==> src/rtl/idex_stage_pkg.sv <==
// Shared ALU encodings, the ID/EX pipeline register layout and the forwarding-match helper.
// The existing ALU uses the same alucont encodings.
package idex_stage_pkg;

    localparam logic [1:0] ALUOP_ADD   = 2'b00;
    localparam logic [1:0] ALUOP_SUB   = 2'b01;
    localparam logic [1:0] ALUOP_FUNCT = 2'b10;
    localparam logic [1:0] ALUOP_OR    = 2'b11;

    localparam logic [5:0] FUNCT_ADD  = 6'b100000;
    localparam logic [5:0] FUNCT_ADDU = 6'b100001;
    localparam logic [5:0] FUNCT_SUB  = 6'b100010;
    localparam logic [5:0] FUNCT_SUBU = 6'b100011;
    localparam logic [5:0] FUNCT_AND  = 6'b100100;
    localparam logic [5:0] FUNCT_OR   = 6'b100101;
    localparam logic [5:0] FUNCT_SLT  = 6'b101010;

    // bit2 inverts b and sets carry-in; bits1:0 pick and/or/sum/slt
    localparam logic [2:0] ALUC_AND = 3'b000;
    localparam logic [2:0] ALUC_OR  = 3'b001;
    localparam logic [2:0] ALUC_ADD = 3'b010;
    localparam logic [2:0] ALUC_SUB = 3'b110;
    localparam logic [2:0] ALUC_SLT = 3'b111;

    typedef struct packed {
        logic        valid;
        logic        regwrite;
        logic        memtoreg;
        logic        memwrite;
        logic        branch;
        logic        nez;
        logic        illegal;
        logic        alusrc;
        logic [4:0]  rs;
        logic [4:0]  rt;
        logic [4:0]  writereg;
        logic [31:0] rd1;
        logic [31:0] rd2;
        logic [31:0] signimm;
        logic [2:0]  alucont;
    } ex_regs_t;

    function automatic ex_regs_t ex_bubble();
        ex_regs_t b;
        b         = '0;
        b.alucont = ALUC_ADD;
        return b;
    endfunction

    function automatic logic fwd_hit(input logic regwrite, input logic [4:0] writereg,
                                     input logic [4:0] spec);
        return regwrite && (writereg == spec) && (spec != 5'd0);
    endfunction

endpackage

==> src/rtl/idex_stage_if.sv <==
// ID/EX stage bus: decode-side inputs, MEM/WB forwarding sources and EX-side outputs.
interface idex_stage_if;
    logic        stall;
    logic        flush;
    logic        id_valid;
    logic [31:0] id_rd1;
    logic [31:0] id_rd2;
    logic [31:0] id_signimm;
    logic [4:0]  id_rs;
    logic [4:0]  id_rt;
    logic [4:0]  id_rd;
    logic [1:0]  id_aluop;
    logic [5:0]  id_funct;
    logic        id_alusrc;
    logic        id_regdst;
    logic        id_regwrite;
    logic        id_memtoreg;
    logic        id_memwrite;
    logic        id_branch;
    logic        id_bne;
    logic        mem_regwrite;
    logic [4:0]  mem_writereg;
    logic [31:0] mem_aluout;
    logic        wb_regwrite;
    logic [4:0]  wb_writereg;
    logic [31:0] wb_result;
    logic [31:0] alu_a;
    logic [31:0] alu_b;
    logic [2:0]  alucont;
    logic        nez;
    logic        ex_valid;
    logic        ex_regwrite;
    logic        ex_memtoreg;
    logic        ex_memwrite;
    logic        ex_branch;
    logic [4:0]  ex_writereg;
    logic [31:0] ex_writedata;
    logic        ex_illegal;

    modport master (
        output stall, flush, id_valid, id_rd1, id_rd2, id_signimm, id_rs, id_rt, id_rd,
               id_aluop, id_funct, id_alusrc, id_regdst, id_regwrite, id_memtoreg,
               id_memwrite, id_branch, id_bne, mem_regwrite, mem_writereg, mem_aluout,
               wb_regwrite, wb_writereg, wb_result,
        input  alu_a, alu_b, alucont, nez, ex_valid, ex_regwrite, ex_memtoreg, ex_memwrite,
               ex_branch, ex_writereg, ex_writedata, ex_illegal
    );

    modport slave (
        input  stall, flush, id_valid, id_rd1, id_rd2, id_signimm, id_rs, id_rt, id_rd,
               id_aluop, id_funct, id_alusrc, id_regdst, id_regwrite, id_memtoreg,
               id_memwrite, id_branch, id_bne, mem_regwrite, mem_writereg, mem_aluout,
               wb_regwrite, wb_writereg, wb_result,
        output alu_a, alu_b, alucont, nez, ex_valid, ex_regwrite, ex_memtoreg, ex_memwrite,
               ex_branch, ex_writereg, ex_writedata, ex_illegal
    );
endinterface

==> src/rtl/alu_ctrl_dec.sv <==
// Combinational ALU control decode: aluop/funct -> alucont plus an unsupported-funct flag.
module alu_ctrl_dec
    import idex_stage_pkg::*;
(
    input  logic [1:0] aluop,
    input  logic [5:0] funct,
    output logic [2:0] alucont,
    output logic       illegal
);

    always_comb begin
        alucont = ALUC_ADD;
        illegal = 1'b0;
        case (aluop)
            ALUOP_ADD: alucont = ALUC_ADD;
            ALUOP_SUB: alucont = ALUC_SUB;
            ALUOP_OR:  alucont = ALUC_OR;
            default: begin
                case (funct)
                    FUNCT_ADD, FUNCT_ADDU: alucont = ALUC_ADD;
                    FUNCT_SUB, FUNCT_SUBU: alucont = ALUC_SUB;
                    FUNCT_AND:             alucont = ALUC_AND;
                    FUNCT_OR:              alucont = ALUC_OR;
                    FUNCT_SLT:             alucont = ALUC_SLT;
                    default: begin
                        alucont = ALUC_ADD;
                        illegal = 1'b1;
                    end
                endcase
            end
        endcase
    end

endmodule

==> src/rtl/idex_stage.sv <==
// ID/EX pipeline register with registered ALU decode and combinational MEM/WB operand forwarding.
// One-cycle latency; stall holds the register, flush (higher priority) or id_valid=0 loads a bubble.
module idex_stage
    import idex_stage_pkg::*;
(
    input  logic         clk,
    input  logic         reset,
    idex_stage_if.slave  bus
);

    logic [2:0] dec_alucont;
    logic       dec_illegal;
    ex_regs_t   ex_d;
    ex_regs_t   ex_q;
    logic [31:0] fwd_rs;
    logic [31:0] fwd_rt;

    alu_ctrl_dec u_alu_ctrl_dec (
        .aluop   (bus.id_aluop),
        .funct   (bus.id_funct),
        .alucont (dec_alucont),
        .illegal (dec_illegal)
    );

    always_comb begin
        ex_d          = ex_bubble();
        ex_d.valid    = 1'b1;
        // an unsupported funct must never write the register file
        ex_d.regwrite = bus.id_regwrite & ~dec_illegal;
        ex_d.memtoreg = bus.id_memtoreg;
        ex_d.memwrite = bus.id_memwrite;
        ex_d.branch   = bus.id_branch;
        ex_d.nez      = bus.id_branch & bus.id_bne;
        ex_d.illegal  = dec_illegal;
        ex_d.alusrc   = bus.id_alusrc;
        ex_d.rs       = bus.id_rs;
        ex_d.rt       = bus.id_rt;
        ex_d.writereg = bus.id_regdst ? bus.id_rd : bus.id_rt;
        ex_d.rd1      = bus.id_rd1;
        ex_d.rd2      = bus.id_rd2;
        ex_d.signimm  = bus.id_signimm;
        ex_d.alucont  = dec_alucont;
    end

    always_ff @(posedge clk or posedge reset) begin
        if (reset) begin
            ex_q <= ex_bubble();
        end else if (bus.flush) begin
            ex_q <= ex_bubble();
        end else if (bus.stall) begin
            ex_q <= ex_q;
        end else if (!bus.id_valid) begin
            ex_q <= ex_bubble();
        end else begin
            ex_q <= ex_d;
        end
    end

    // MEM is the younger producer, so it wins over WB on a double match
    always_comb begin
        fwd_rs = ex_q.rd1;
        if (fwd_hit(bus.mem_regwrite, bus.mem_writereg, ex_q.rs)) begin
            fwd_rs = bus.mem_aluout;
        end else if (fwd_hit(bus.wb_regwrite, bus.wb_writereg, ex_q.rs)) begin
            fwd_rs = bus.wb_result;
        end

        fwd_rt = ex_q.rd2;
        if (fwd_hit(bus.mem_regwrite, bus.mem_writereg, ex_q.rt)) begin
            fwd_rt = bus.mem_aluout;
        end else if (fwd_hit(bus.wb_regwrite, bus.wb_writereg, ex_q.rt)) begin
            fwd_rt = bus.wb_result;
        end
    end

    assign bus.alu_a        = fwd_rs;
    assign bus.alu_b        = ex_q.alusrc ? ex_q.signimm : fwd_rt;
    assign bus.ex_writedata = fwd_rt;
    assign bus.alucont      = ex_q.alucont;
    assign bus.nez          = ex_q.nez;
    assign bus.ex_valid     = ex_q.valid;
    assign bus.ex_regwrite  = ex_q.regwrite;
    assign bus.ex_memtoreg  = ex_q.memtoreg;
    assign bus.ex_memwrite  = ex_q.memwrite;
    assign bus.ex_branch    = ex_q.branch;
    assign bus.ex_writereg  = ex_q.writereg;
    assign bus.ex_illegal   = ex_q.illegal;

endmodule

==> src/flat_wrapper.sv <==
// flat-port wrapper written by rule: the top's interface ports become plain ports
module idex_stage_flat import idex_stage_pkg::*;
  (clk, reset, bus_stall, bus_flush, bus_id_valid, bus_id_rd1, bus_id_rd2, bus_id_signimm, bus_id_rs, bus_id_rt, bus_id_rd, bus_id_aluop, bus_id_funct, bus_id_alusrc, bus_id_regdst, bus_id_regwrite, bus_id_memtoreg, bus_id_memwrite, bus_id_branch, bus_id_bne, bus_mem_regwrite, bus_mem_writereg, bus_mem_aluout, bus_wb_regwrite, bus_wb_writereg, bus_wb_result, bus_alu_a, bus_alu_b, bus_alucont, bus_nez, bus_ex_valid, bus_ex_regwrite, bus_ex_memtoreg, bus_ex_memwrite, bus_ex_branch, bus_ex_writereg, bus_ex_writedata, bus_ex_illegal);
  idex_stage_if bus_i ();
  input  logic clk;
  input  logic reset;
  input wire logic [$bits(bus_i.stall)-1:0] bus_stall;
  input wire logic [$bits(bus_i.flush)-1:0] bus_flush;
  input wire logic [$bits(bus_i.id_valid)-1:0] bus_id_valid;
  input wire logic [$bits(bus_i.id_rd1)-1:0] bus_id_rd1;
  input wire logic [$bits(bus_i.id_rd2)-1:0] bus_id_rd2;
  input wire logic [$bits(bus_i.id_signimm)-1:0] bus_id_signimm;
  input wire logic [$bits(bus_i.id_rs)-1:0] bus_id_rs;
  input wire logic [$bits(bus_i.id_rt)-1:0] bus_id_rt;
  input wire logic [$bits(bus_i.id_rd)-1:0] bus_id_rd;
  input wire logic [$bits(bus_i.id_aluop)-1:0] bus_id_aluop;
  input wire logic [$bits(bus_i.id_funct)-1:0] bus_id_funct;
  input wire logic [$bits(bus_i.id_alusrc)-1:0] bus_id_alusrc;
  input wire logic [$bits(bus_i.id_regdst)-1:0] bus_id_regdst;
  input wire logic [$bits(bus_i.id_regwrite)-1:0] bus_id_regwrite;
  input wire logic [$bits(bus_i.id_memtoreg)-1:0] bus_id_memtoreg;
  input wire logic [$bits(bus_i.id_memwrite)-1:0] bus_id_memwrite;
  input wire logic [$bits(bus_i.id_branch)-1:0] bus_id_branch;
  input wire logic [$bits(bus_i.id_bne)-1:0] bus_id_bne;
  input wire logic [$bits(bus_i.mem_regwrite)-1:0] bus_mem_regwrite;
  input wire logic [$bits(bus_i.mem_writereg)-1:0] bus_mem_writereg;
  input wire logic [$bits(bus_i.mem_aluout)-1:0] bus_mem_aluout;
  input wire logic [$bits(bus_i.wb_regwrite)-1:0] bus_wb_regwrite;
  input wire logic [$bits(bus_i.wb_writereg)-1:0] bus_wb_writereg;
  input wire logic [$bits(bus_i.wb_result)-1:0] bus_wb_result;
  output wire logic [$bits(bus_i.alu_a)-1:0] bus_alu_a;
  output wire logic [$bits(bus_i.alu_b)-1:0] bus_alu_b;
  output wire logic [$bits(bus_i.alucont)-1:0] bus_alucont;
  output wire logic [$bits(bus_i.nez)-1:0] bus_nez;
  output wire logic [$bits(bus_i.ex_valid)-1:0] bus_ex_valid;
  output wire logic [$bits(bus_i.ex_regwrite)-1:0] bus_ex_regwrite;
  output wire logic [$bits(bus_i.ex_memtoreg)-1:0] bus_ex_memtoreg;
  output wire logic [$bits(bus_i.ex_memwrite)-1:0] bus_ex_memwrite;
  output wire logic [$bits(bus_i.ex_branch)-1:0] bus_ex_branch;
  output wire logic [$bits(bus_i.ex_writereg)-1:0] bus_ex_writereg;
  output wire logic [$bits(bus_i.ex_writedata)-1:0] bus_ex_writedata;
  output wire logic [$bits(bus_i.ex_illegal)-1:0] bus_ex_illegal;
  assign bus_i.stall = bus_stall;
  assign bus_i.flush = bus_flush;
  assign bus_i.id_valid = bus_id_valid;
  assign bus_i.id_rd1 = bus_id_rd1;
  assign bus_i.id_rd2 = bus_id_rd2;
  assign bus_i.id_signimm = bus_id_signimm;
  assign bus_i.id_rs = bus_id_rs;
  assign bus_i.id_rt = bus_id_rt;
  assign bus_i.id_rd = bus_id_rd;
  assign bus_i.id_aluop = bus_id_aluop;
  assign bus_i.id_funct = bus_id_funct;
  assign bus_i.id_alusrc = bus_id_alusrc;
  assign bus_i.id_regdst = bus_id_regdst;
  assign bus_i.id_regwrite = bus_id_regwrite;
  assign bus_i.id_memtoreg = bus_id_memtoreg;
  assign bus_i.id_memwrite = bus_id_memwrite;
  assign bus_i.id_branch = bus_id_branch;
  assign bus_i.id_bne = bus_id_bne;
  assign bus_i.mem_regwrite = bus_mem_regwrite;
  assign bus_i.mem_writereg = bus_mem_writereg;
  assign bus_i.mem_aluout = bus_mem_aluout;
  assign bus_i.wb_regwrite = bus_wb_regwrite;
  assign bus_i.wb_writereg = bus_wb_writereg;
  assign bus_i.wb_result = bus_wb_result;
  assign bus_alu_a = bus_i.alu_a;
  assign bus_alu_b = bus_i.alu_b;
  assign bus_alucont = bus_i.alucont;
  assign bus_nez = bus_i.nez;
  assign bus_ex_valid = bus_i.ex_valid;
  assign bus_ex_regwrite = bus_i.ex_regwrite;
  assign bus_ex_memtoreg = bus_i.ex_memtoreg;
  assign bus_ex_memwrite = bus_i.ex_memwrite;
  assign bus_ex_branch = bus_i.ex_branch;
  assign bus_ex_writereg = bus_i.ex_writereg;
  assign bus_ex_writedata = bus_i.ex_writedata;
  assign bus_ex_illegal = bus_i.ex_illegal;
  idex_stage u_core (.clk(clk), .reset(reset), .bus(bus_i));
endmodule
==> config.mk <==
export PLATFORM = sky130hd
export DESIGN_NAME = idex_stage_flat
export DESIGN_NICKNAME = d
export VERILOG_FILES = /design/src/rtl/idex_stage_pkg.sv /design/src/rtl/idex_stage_if.sv /design/src/rtl/alu_ctrl_dec.sv /design/src/rtl/idex_stage.sv /design/src/flat_wrapper.sv
export SDC_FILE = /design/constraint.sdc
export NUM_CORES = 1
export LEC_CHECK = 0
export BUFFER_PORTS_ARGS = -buffer_cell sky130_fd_sc_hd__buf_2
export CORE_AREA = 2 2 130 132
export CTS_BUF_LIST = sky130_fd_sc_hd__clkbuf_8
export DETAILED_ROUTE_END_ITERATION = 10
export DIE_AREA = 0 0 132 134
export GPL_ROUTABILITY_DRIVEN = 1
export MAX_ROUTING_LAYER = met4
export PLACE_DENSITY_LB_ADDON = 0.2
export SLEW_MARGIN = 20
export SYNTH_ARGS = -nofsm -noshare
export SYNTH_HDL_FRONTEND = slang
export SYNTH_SLANG_ARGS = --single-unit
==> constraint.sdc <==
create_clock -name clk -period 4.2 [get_ports clk]
set_input_delay 0.84 -clock clk [delete_from_list [all_inputs] [get_ports clk]]
set_output_delay 0.84 -clock clk [all_outputs]
set_load 0.03 [all_outputs]
==> impl_summary.md <==
Power and ir drop
IR analysis of the VDD net gives a maximum drop of 0.1833 mV. Of the total power, the share spent switching nets is 33.38%. The part of the power in the clock network is 35.8%. The internal portion of the total power is 0.001908 W.

Of the total power, registers draw 43.7%. The net load switching power is 0.0009561 W. For this design the static power due to leakage is 4.502 nW. The power density over cell area is 315.2 nW/µm². Combinational cells account for 20.5% of the total power.

Hold path
The path class of the tightest hold or removal check is reg -> reg.

STA
The worst path in the final design needs a cycle of 3.964 ns, including I/O delays and setup. The tightest slew margin relative to the limit is 38.23%. The final sum of negative setup slack is 0 ns. Timing would allow up to 0.2523 GHz. The actual slew at the worst max-slew pin is 0.9265 ns. The clock arrives with 0 ns of skew. Setup repair after global routing left no endpoint under its margin. The least setup slack across all paths after layout is 0.2361 ns. The final max-slew violation count came to 0. Setup violations remaining at the end of the flow were counted as 0. The count of endpoints failing hold in the final timing report is 0. In the finished design, the share of the clock period the worst path needs comes to 94.38%.

Synth
The Yosys step of the flow raised 0 warnings. Of the post-synthesis cell area, the dominant cell type holds 43.32%. The synthesized cell area is 6989 µm².

Yosys attributes the largest share of cell area to sky130_fd_sc_hd__dfrtp_1, sky130_fd_sc_hd__a22o_1, sky130_fd_sc_hd__mux2i_1. After synthesis, flip-flops and latches occupy 43.70% of the total area. A synthesized cell averages 10.19 µm².

The synthesized netlist cell count is 686. The largest area contributor in the synthesized netlist is sky130_fd_sc_hd__dfrtp_1. The number of distinct library cell variants in the gate-level netlist after synthesis is 41.

Summing the areas of all compound-gate instances in the mapped netlist gives 25.64% of the synthesized area. Counting flops with a built-in enable in the synthesized netlist gives 0. The proportion of synthesized area in mux cells is 9.649%.

The simple logic cell fraction of the synthesized area is 12.37%. sky130_fd_sc_hd__dfrtp_1 is the most common cell in the netlist. The fraction of synthesis flops using an asynchronous set or reset pin is 100.0%. The number of nets handed over by synthesis was 893.

The prevailing post-synth register cell is sky130_fd_sc_hd__dfrtp_1. The synthesized netlist devotes 2.614% of its cell area to XOR and XNOR gates. The largest family of logic cells by synthesized area is compound AO/OA/AOI/OAI gates. The post-synthesis adder-cell area fraction is 0%. The flip-flop and latch count after synthesis is 122. Sorting the synthesized cells by how often they occur yields sky130_fd_sc_hd__dfrtp_1, sky130_fd_sc_hd__a22o_1, sky130_fd_sc_hd__nand2_1.

Clocking
Buffers inserted during clock tree synthesis total 17. The number of H-tree levels is 4. The TritonCTS clock tree is done. Clock tree synthesis selected as its root buffer the cell sky130_fd_sc_hd__clkbuf_8.

The number of hold buffers added after CTS was 0. The register clock-pin slew on the reported worst setup and hold paths is 0.09 ns. The clock passes through at most 2 buffers. The clock insertion delay at the later pin of the skew report is 0.45 ns. The number of clock sinks seen by CTS is 122.

Critical path
The type of element capturing the critical path is a primary output. STA puts the critical path data required time at 3.36 ns. The signal arrival time at the worst endpoint is 3.12 ns. STA classifies the critical path startpoint as a flop. Among all stages on the critical path, the largest delay is contributed by sky130_fd_sc_hd__or4_4. The largest driver fanout on the critical path is 16.

The critical setup path kind is reg -> out. The signal on the critical path passes through or4_4, o211ai_4, or2_4, buf_4, nor2_1, o31ai_1, buf_2. The maximum single-stage delay on the critical path is 0.59 ns.

Die
The height of the chip is 134 µm. For this configuration, the core starts out at a cell density of 42.91%. The region available for standard cell placement spans 16,290 µm². The number of ports placed on the die boundary is 318. The cell row count is 47. The die is 132 µm wide. The area of the die is 17,690 µm².

Placement
At the end of routability-driven placement, the weighted congestion stood at 0.8984. The placement-stage cell area is 8698 µm². Input and output buffers added on the ports amount to 317. The post-DP HPWL is 18.23 mm. At the placement stage, the worst setup path has a slack of 0.5283 ns.

Detailed routing
Across all layers, the routed design uses 6,897 vias. In the detailed route, the total length drawn on met3 is 1.812 mm. The number of remaining DRC errors is 0. The routed design uses 12.45 mm of met2 wire. The detailed-route wire length on metal 1 is 11.10 mm.

The top metal layer carrying routed signals is met4. The remaining number of nets flagged by the antenna check after routing is 0. The average wire per cell in the routed design is 21.61 µm. Dividing the detail-routed via count by the number of cells gives 5.767. The number of violations reported at the end of detailed-routing iteration 0 is 464. Wires add up to 25.84 mm. For this run, the detailed router's first-pass iteration total came to 5.

Finish
The register area is 3055 µm². From synthesis to final layout, the design area changed by 29.99%. In the final layout, the multi-input gates occupy 3573 µm².

Fill cells in the final layout number 1,513. Of the cells placed in the final design, the portion with a size suffix greater than 1 is 43.47%. More flip-flops sit in one register than any other, and that register is u_core.ex_q. Cells fill 55.77% of the core in the end. After the last flow step, the layout net total stands at 1,167.

The register with the most flip-flops in the layout has 107 of them. The final design instance area without fill is 9085 µm².

GRT
The initial antenna violation count was 3. The via count of the first global-routing pass came to 6,755. Entering global routing, the biggest net connects 123 pins. The overall track demand over capacity in global routing is 29.55%. The total global routing overflow is 0. The first global-routing pass estimated 39.16 mm of wire.

Status
The flow ran to the end, and the final reports show no timing, DRC or antenna violations.

Flow run
Max-cap violations in this run came to 0.
[per-stage QoR]
step           instances  power, W  hold WS, ns
3_5_place_dp        1161  0.001858       0.4625
5_1_grt             1196  0.002982       0.5124
3_3_place_gp        1161  0.001857       0.4547
6_report            1196  0.002864       0.4753
4_1_cts             1193  0.002882       0.4742
2_1_floorplan        686  0.001614       0.4398
[area by class of cell]
class	count	share of cell area, %
diodes	3	0.08263
clock buffers	17	2.575
clock inverters	15	1.570
inverters	4	0.2204
multi-input cells	481	39.33
flip-flops and latches	122	33.63
well taps	220	3.030
repair buffers	334	19.56
[power groups by stage]
stage,logic (W),registers (W),clock network [W]
finish,0.000587,0.00125,0.00102
global route,0.000628,0.00126,0.00110
CTS,0.000588,0.00125,0.00104
detailed placement,0.000585,0.00127,0
global placement,0.000584,0.00127,0
floorplan,0.000349,0.00127,0
[logic make-up after synthesis]
kind of cell | count (synthesis)
flops | 122
xor+xnor | 20
compound gates | 225
buf+inv | 83
simple gates | 172
mux | 64
[worst max-delay path, delay by kind of cell, from the launching register on]
family	cells	cell delay [ns]
buffers and inverters	2	0.52
AND/OR/NAND/NOR	3	1.02
flip-flops	1	0.43
AO/OA/AOI/OAI	2	0.70
[cells in the final DEF, fill, tap and decap left out, drive strengths merged, types with 2 or more instances in the layout]
| cell type | Yosys | final |
|---|---|---|
| a21oi | 3 | 3 |
| a221oi | 5 | 5 |
| a22o | 110 | 110 |
| a31oi | 28 | 28 |
| a32o | 2 | 2 |
| and3 | 32 | 32 |
| buf | 29 | 334 |
| clkbuf | 50 | 17 |
| clkinv | 0 | 7 |
| clkinvlp | 0 | 2 |
| dfrtp | 121 | 121 |
| diode | 0 | 3 |
| inv | 4 | 9 |
| mux2 | 27 | 27 |
| mux2i | 37 | 37 |
| nand2 | 51 | 51 |
| nand3 | 28 | 28 |
| nand4 | 4 | 4 |
| nor2 | 16 | 16 |
| nor2b | 3 | 3 |
| nor3 | 27 | 27 |
| nor4 | 2 | 2 |
| o21ai | 42 | 42 |
| o31ai | 32 | 32 |
| or2 | 2 | 2 |
| or4 | 2 | 2 |
| xnor2 | 16 | 16 |
| xor2 | 4 | 4 |
[per-layer routing]
| metal | track usage [%] | vias to the layer above |
|---|---|---|
| met5 | - | - |
| met4 | 8.756 | 0 |
| met3 | 6.236 | 34 |
| met2 | 46.85 | 330 |
| met1 | 38.34 | 3381 |
| li1 | - | 3152 |
[worst paths after layout]
| check | from | to | slack [ns] | cells past startpoint |
|---|---|---|---|---|
| worst max-delay path | u_core.ex_q[107] | bus_alu_b[0] | 0.24 | 7 |
| worst min-delay path | u_core.bus.alucont[1] | u_core.bus.alucont[1] | 0.48 | 2 |
| worst max register to register | u_core.ex_q[114] | u_core.ex_q[114] | 2.89 | 1 |
| worst min register to register | u_core.bus.alucont[1] | u_core.bus.alucont[1] | 0.48 | 2 |
| max in group asynchronous | reset | u_core.bus.alucont[1] | 2.78 | 3 |
| min in group asynchronous | reset | u_core.ex_q[24] | 0.54 | 2 |
[timing repair]
item / CTS / global route
buffers inserted: 0 / 0
gates resized for setup: 0 / 1
setup endpoints to repair: 0 / 1
hold endpoints to repair: 0 / 0
No activity file was read; power rests on OpenSTA's default activity.
